==> src/rtl/hazard_sched.sv <==
// Hazard scheduler for the 5-stage miniRV pipeline: tracks in-flight writers in EX/MEM/WB
// and produces stall, flush and operand-forwarding controls plus saturating event counters.
module hazard_sched #(
    parameter int          CNT_W   = 32,
    parameter logic [1:0]  WB_DREM = 2'b01
) (
    input  logic             cpu_clk,
    input  logic             cpu_rst_n,
    input  logic             id_valid,
    input  logic [4:0]       id_rs1,
    input  logic [4:0]       id_rs2,
    input  logic             id_read1,
    input  logic             id_read2,
    input  logic [4:0]       id_rd,
    input  logic             id_rf_we,
    input  logic [1:0]       id_rf_wsel,
    input  logic             ex_redirect,
    output logic             stall_pc,
    output logic             stall_ifid,
    output logic             flush_ifid,
    output logic             flush_idex,
    output logic [1:0]       fwd_rs1_sel,
    output logic [1:0]       fwd_rs2_sel,
    output logic [CNT_W-1:0] stall_cnt,
    output logic [CNT_W-1:0] flush_cnt
);

    typedef struct packed {
        logic       v;
        logic [4:0] rd;
        logic       we;
        logic       ld;
    } sb_entry_t;

    sb_entry_t ex_e, mem_e, wb_e, id_e;

    logic ex_hit1, mem_hit1, wb_hit1;
    logic ex_hit2, mem_hit2, wb_hit2;
    logic luse;

    function automatic logic hit(input sb_entry_t e, input logic [4:0] rs, input logic rd_en);
        return e.v & e.we & (e.rd == rs) & rd_en & (rs != 5'd0);
    endfunction

    // Nearest in-flight writer wins, so EX beats MEM beats WB.
    function automatic logic [1:0] pick(input logic h_ex, input logic h_mem, input logic h_wb);
        if (h_ex)
            return 2'd1;
        else if (h_mem)
            return 2'd2;
        else if (h_wb)
            return 2'd3;
        else
            return 2'd0;
    endfunction

    always_comb begin
        id_e.v  = id_valid;
        id_e.rd = id_rd;
        id_e.we = id_rf_we & (id_rd != 5'd0);
        id_e.ld = (id_rf_wsel == WB_DREM);
    end

    always_comb begin
        ex_hit1  = hit(ex_e,  id_rs1, id_read1);
        mem_hit1 = hit(mem_e, id_rs1, id_read1);
        wb_hit1  = hit(wb_e,  id_rs1, id_read1);
        ex_hit2  = hit(ex_e,  id_rs2, id_read2);
        mem_hit2 = hit(mem_e, id_rs2, id_read2);
        wb_hit2  = hit(wb_e,  id_rs2, id_read2);
        luse     = ex_e.ld & (ex_hit1 | ex_hit2) & id_valid;
        fwd_rs1_sel = pick(ex_hit1, mem_hit1, wb_hit1);
        fwd_rs2_sel = pick(ex_hit2, mem_hit2, wb_hit2);
    end

    // A redirect squashes the ID instruction, so it overrides any load-use stall.
    always_comb begin
        stall_pc   = 1'b0;
        stall_ifid = 1'b0;
        flush_ifid = 1'b0;
        flush_idex = 1'b0;
        if (ex_redirect) begin
            flush_ifid = 1'b1;
            flush_idex = 1'b1;
        end else if (luse) begin
            stall_pc   = 1'b1;
            stall_ifid = 1'b1;
            flush_idex = 1'b1;
        end
    end

    always_ff @(posedge cpu_clk or negedge cpu_rst_n) begin
        if (!cpu_rst_n) begin
            ex_e  <= '0;
            mem_e <= '0;
            wb_e  <= '0;
        end else begin
            wb_e  <= mem_e;
            mem_e <= ex_e;
            ex_e  <= flush_idex ? '0 : id_e;
        end
    end

    always_ff @(posedge cpu_clk or negedge cpu_rst_n) begin
        if (!cpu_rst_n) begin
            stall_cnt <= '0;
            flush_cnt <= '0;
        end else begin
            if (stall_pc && (stall_cnt != '1))
                stall_cnt <= stall_cnt + 1'b1;
            if (ex_redirect && (flush_cnt != '1))
                flush_cnt <= flush_cnt + 1'b1;
        end
    end

endmodule

==> config.mk <==
export PLATFORM = sky130hd
export DESIGN_NAME = hazard_sched
export DESIGN_NICKNAME = d
export VERILOG_FILES = /design/src/rtl/hazard_sched.sv
export SDC_FILE = /design/constraint.sdc
export NUM_CORES = 1
export LEC_CHECK = 0
export CAP_MARGIN = 30
export CORE_ASPECT_RATIO = 0.7
export CORE_MARGIN = 8
export CORE_UTILIZATION = 45
export DETAILED_ROUTE_END_ITERATION = 7
export GPL_TIMING_DRIVEN = 0
export HOLD_SLACK_MARGIN = 0.08
export PLACE_DENSITY = 0.82
export SETUP_SLACK_MARGIN = 0.05
export SYNTH_ARGS = -nofsm -noshare
export SYNTH_HDL_FRONTEND = slang
export SYNTH_SLANG_ARGS = --single-unit
==> constraint.sdc <==
create_clock -name cpu_clk -period 2.6 [get_ports cpu_clk]
set_input_delay 0.26 -clock cpu_clk [delete_from_list [all_inputs] [get_ports cpu_clk]]
set_output_delay 0.26 -clock cpu_clk [all_outputs]
set_load 0.02 [all_outputs]
* Yosys cells after proc, flatten, opt, wreduce, memory -nomap -nowiden
Cells that the tools add are included.
** Storage, ports and cells
- Register bits :: 86
- Latch bits :: 0
- Bits in writable memories :: 0
- ROM bits :: 0
- Word-level logic and storage cells :: 64
- Memories kept :: 0
** Operators by class
- Add/subtract/negate cells :: 2
- $mul :: 0
- Div/mod/pow operators :: 0
- $lt $le $gt $ge :: 0
- Equality and inequality tests :: 9
- Shift operators :: 0
- Mux-type cells :: 11
- Bitwise operators :: 25
- Reductions and logical operators :: 5
** Operator list (number)
- 32-bit by 1-bit adder with 32-bit output (second input constant) :: 2
- 32-bit != test (second input constant) :: 2
- 5-bit == test :: 6
- 1-bit bitwise AND :: 24
- 5-bit nonzero test :: 3
- 2-bit two-way mux :: 6
- 8-bit two-way mux :: 1
- 1-bit two-way mux :: 4
- 2-bit by 1-bit == test with 1-bit output (second input constant) :: 1
- 1-bit logical AND :: 2
- 1-bit bitwise OR :: 1

* Logic depth before layout (Yosys ltp)
- Depth in word-level cells :: 10
- Gate-level depth with buffers :: 10
- Gate-level depth less buffers :: 7

* Least setup slack after synthesis
Ideal clock, no wire load.
- Path kind :: register -> register
- Start point :: register stall_cnt[0]
- End point :: register stall_cnt[1]
- Arrival time :: 2.576 ns
- Required time :: 2.472 ns
- Path slack :: -0.104 ns
- Stages on the path, launching flop included :: 10
- Clock period less this slack :: 2.704 ns
- Path through :: dfrtp_1 ha_1 nand3_1 or4_1 buf_2 or4_1 buf_2 o211ai_2 buf_6 mux2_1
** On the way
- Cells in the longest elaborated chain, start to end :: 2
** RTL lines
- from (decl) :: line 24 : output logic [CNT_W-1:0] stall_cnt,
- from (signal assigned) :: line 110 : stall_cnt <= stall_cnt + 1'b1;
- parallel branches: the longest is 2 deep, another holds 32-bit by 1-bit adder with 32-bit output
Parallel ways; which one is timed is not known.
A chain may end at the register's enable or synchronous reset.

* Worst setup path in the final report
Same ends and word-level chain as after synthesis.

==> results.txt <==
Summed over all failing endpoints, the final setup total negative slack is 0 ns. The clock latency on the worst-skew pair came out at 0.33 ns. Clock skew on the completed layout was measured at 0.00670 ns. The startpoint identified for the worst register-to-register timing path is stall_cnt[0]. The number of buffers added on ports came out at 95.

Ranked by total cell area, the synthesized netlist is headed by dfrtp_1, xnor2_1, xor2_1, nand4_1, nand2_1. The filler cell count came out at 740. The post-synthesis xor/xnor area fraction came out at 19.0%. For this run, the number of Yosys warnings is 0. The share of synthesized area spent on multiplexers is 0.544%. The cell with the biggest individual delay on the critical path is or4_4. The final antenna diode count is 0. The final-report max-slew violation count is 0. After detailed routing, the total wire length is 10900 µm. The clock tree synthesis step divided the H-tree into 3 levels. STA puts the critical path data arrival time at 2.70 ns. The count of buffer and inverter cells on the critical path came out at 3.

The areal power density over the cells is 547 nW/µm². The effective utilization at floorplan came out at 46.0%. The worst setup slack after layout came out at 0.108 ns. Setup repair after global routing left no endpoint under its margin.

Dividing the detail-routed wire length by the instance count gives 16.9 µm. The peak clock frequency supported by timing is 401 MHz. The run finished with clean final reports. The worst slack on hold paths came out at 0.373 ns. The clock tree from TritonCTS is done. The start-to-end type of the worst setup path is reg -> reg.

The antenna violation net count after detailed routing came out at 0. The depth of the worst register-to-register path came out at 9. The tool flagged a number of max-cap violations equal to 0. The DRC violations left is 0. The number of cells produced by synthesis came out at 387. The analysis attributes to cell leakage a power of 2.48 nW. The type of the most critical hold path is reg -> reg. The first-iteration detailed-routing DRC count is 200. The first detailed-routing pass took 4 iterations.

The adder-cell share of the synthesized area is 0.604%. The worst-case headroom to the max-slew limit came out at 55.0%. The biggest area contributor in the post-synthesis netlist is dfrtp_1. The distinct cell type count after synthesis is 36. The cell type group with the largest total delay on the critical path is simple AND/OR/NAND/NOR gates. The via count came out at 3464. The proportion of layout cells with a drive suffix above 1 is 14.3%. The critical path goes through ha_4, nand3_4, or4_4, buf_6, or4_4, buf_6, o211ai_4, buf_6, mux2_4. Relative to the synthesized area, the layout overhead comes to 41.9%.

The area share of the largest cell type after synthesis came out at 52.0%. The share of flip-flops with an asynchronous set or reset after synthesis is 100%. In the final design database the tool counted 538 nets.

Global routing used 17.6% of the available tracks. The mean post-synth cell area is 10.7 µm². The clock net sink count is 86. In this run the worst path has a maximum fanout of 5. At the pin with the least slew margin, the transition time is 0.670 ns. The maximum clock path buffer count is 2.

The final critical delay including setup and external delays came out at 2.49 ns. The worst register-to-register path ends at stall_cnt[1]. The region available for standard cell placement spans 9000 µm².

The cell at the root of the clock tree is clkbuf_16. After Yosys synthesis, and, or, nand and nor cells account for 23.3% of the synthesized area. The share of the synthesized area in compound gates (AO/OA/AOI/OAI) is 2.42%. The first global-routing pass estimated 17200 µm of wire. At the placement stage, the worst setup path has a slack of -1.18 ns.

After clock tree synthesis, the clock-pin slew on the worst setup and hold paths is 0.06 ns. The total power consumption of the routed design came out at 0.00321 W. The post-synth net total is 413. The cell depth of the worst hold path came out at 0. The mapped netlist covers 4140 µm². Entering global routing, the biggest net connects 50 pins. In this run the most critical hold path is launched from mem_e[7]. STA classifies the critical path endpoint as a flip-flop. The worst-case vdd ir drop came out at 512 µV. The final count of negative-setup-slack endpoints is 0. The die is 96.3 µm tall. The most common flop cell mapped by yosys is dfrtp_1. The number of rows in the core area came out at 29.

The floorplan step defined a die boundary enclosing 12600 µm². The cell seen most often among critical-path stages is buf_6. After global routing the overflow that remains totals 0.

The startpoint of the most critical setup path is stall_cnt[0]. The worst path required time came out at 2.81 ns. The ratio of routed vias to standard cells is 5.40. The die is 131 µm wide. The total CTS buffers is 9. The number of antenna violations at the first check in global routing is 0. The via count of the first global-routing pass is 3484.

The global placer's final weighted congestion came out at 0.853. Detailed placement ended at an HPWL of 7720 µm. The number of top-level pins is 96. The proportion of synthesized chip area in sequential cells came out at 52.0%. The count of flip-flops with a built-in enable after synthesis came out at 0. The worst reg-to-reg setup slack is 0.11 ns.

The ratio of final minimum period to clock period is 95.8%. The startpoint kind of the worst setup timing path is a flip-flop. The synthesis-stage register bit count is 86. For hold timing, the worst endpoint is wb_e[7].

The number of failing hold endpoints at the final stage came to 0. The largest incremental delay on the critical path is 0.47 ns. The dominant combinational cell family by area after synthesis is simple AND/OR/NAND/NOR gates.
[repair_timing]
| action | in CTS | in global routing |
|---|---|---|
| setup endpoints to repair | 32 | 20 |
| hold endpoints to repair | 37 | 0 |
| pin swaps | 5 | 7 |
| hold buffers | 1 | 0 |
| gates cloned | 1 | 0 |
| gates resized for setup | 40 | 19 |
| setup buffers | 10 | 6 |
[through the flow]
step	std cells	cell area, µm²	utilization (%)
2_1_floorplan	387	4180	-
3_3_place_gp	606	5280	58.7
3_5_place_dp	607	5310	59.0
4_1_cts	635	5790	64.3
5_1_grt	641	5880	65.3
6_report	641	5880	65.3
[cell type report]
type	instances	area, µm²	area share [%]
Sequential cell	86	2160	36.8
Inverter	9	33.8	0.575
Clock inverter	3	42.5	0.724
Buffer	8	71.3	1.21
Multi-Input combinational cell	284	2050	34.9
Clock buffer	13	260	4.43
Tap cell	124	155	2.64
Timing Repair Buffer	114	1100	18.7
[layout by cell type, fill, tap and decap left out, drive strengths merged, types with 2 or more instances in the layout]
cell | netlist | routed
a31oi | 2 | 2
o21ai | 4 | 4
nor3b | 2 | 2
nand2b | 2 | 2
or4 | 9 | 9
nand3 | 24 | 24
and2 | 9 | 9
buf | 7 | 27
nor2 | 22 | 22
nand4 | 29 | 29
inv | 9 | 9
nor4b | 2 | 2
dlygate4sd2 | 0 | 11
clkdlybuf4s15 | 0 | 3
dfrtp | 86 | 86
clkbuf | 1 | 15
and4 | 7 | 7
ha | 2 | 2
nand2 | 35 | 35
and3 | 5 | 5
xnor2 | 57 | 57
clkdlybuf4s50 | 0 | 77
xor2 | 33 | 33
nor4 | 9 | 9
a21oi | 2 | 2
nor3 | 20 | 20
mux2 | 2 | 2
[synthesized netlist by cell type (all sizes together), types with 5 or more instances]
master	instances
nor3	20
nand2	35
and3	5
nand3	24
dfrtp	86
xor2	33
nor4	9
xnor2	57
nor2	22
and2	9
and4	7
nand4	29
or4	9
inv	9
buf	7
[metal layers]
layer	wire [µm]	vias to the layer above	GRT usage (%)	share of wire [%]
met5	0	-	0	0
met3	883	13	6.64	8.1
met1	4610	1729	21.2	42
met2	5250	111	29.0	48
li1	-	1611	-	-
met4	109	0	5.23	1.0
[where the power goes]
part	total, W	switching (W)	internal, W
Combinational	0.000436	0.000224	0.000212
Clock	0.00128	0.000486	0.000795
Sequential	0.00150	0.0000872	0.00141
Total	0.00321	0.000797	0.00242
[kinds of logic (layout without fill, tap and decap cells)]
kind of cell / count (synthesis) / after routing
mux: 2 / 2
xor+xnor: 90 / 90
fa+ha+maj: 2 / 2
flops: 86 / 86
buf+inv: 17 / 147
compound gates: 12 / 12
simple gates: 178 / 178
[worst max-delay path by stage]
stage                          to  slack (ns)  cells past startpoint
floorplan            stall_cnt[1]        0.03                      9
global placement     stall_cnt[1]       -2.03                      1
detailed placement       stall_pc       -1.18                      8
CTS                      stall_pc        0.02                      8
global route        stall_cnt[13]        0.04                     10
finish               stall_cnt[1]        0.11                      9
[state kept, by name, summed over array words and instances (netlist names)]
name       flops
ex_e           8
flush_cnt     32
mem_e          7
stall_cnt     32
wb_e           7
Power figures use the tool's default switching activity.
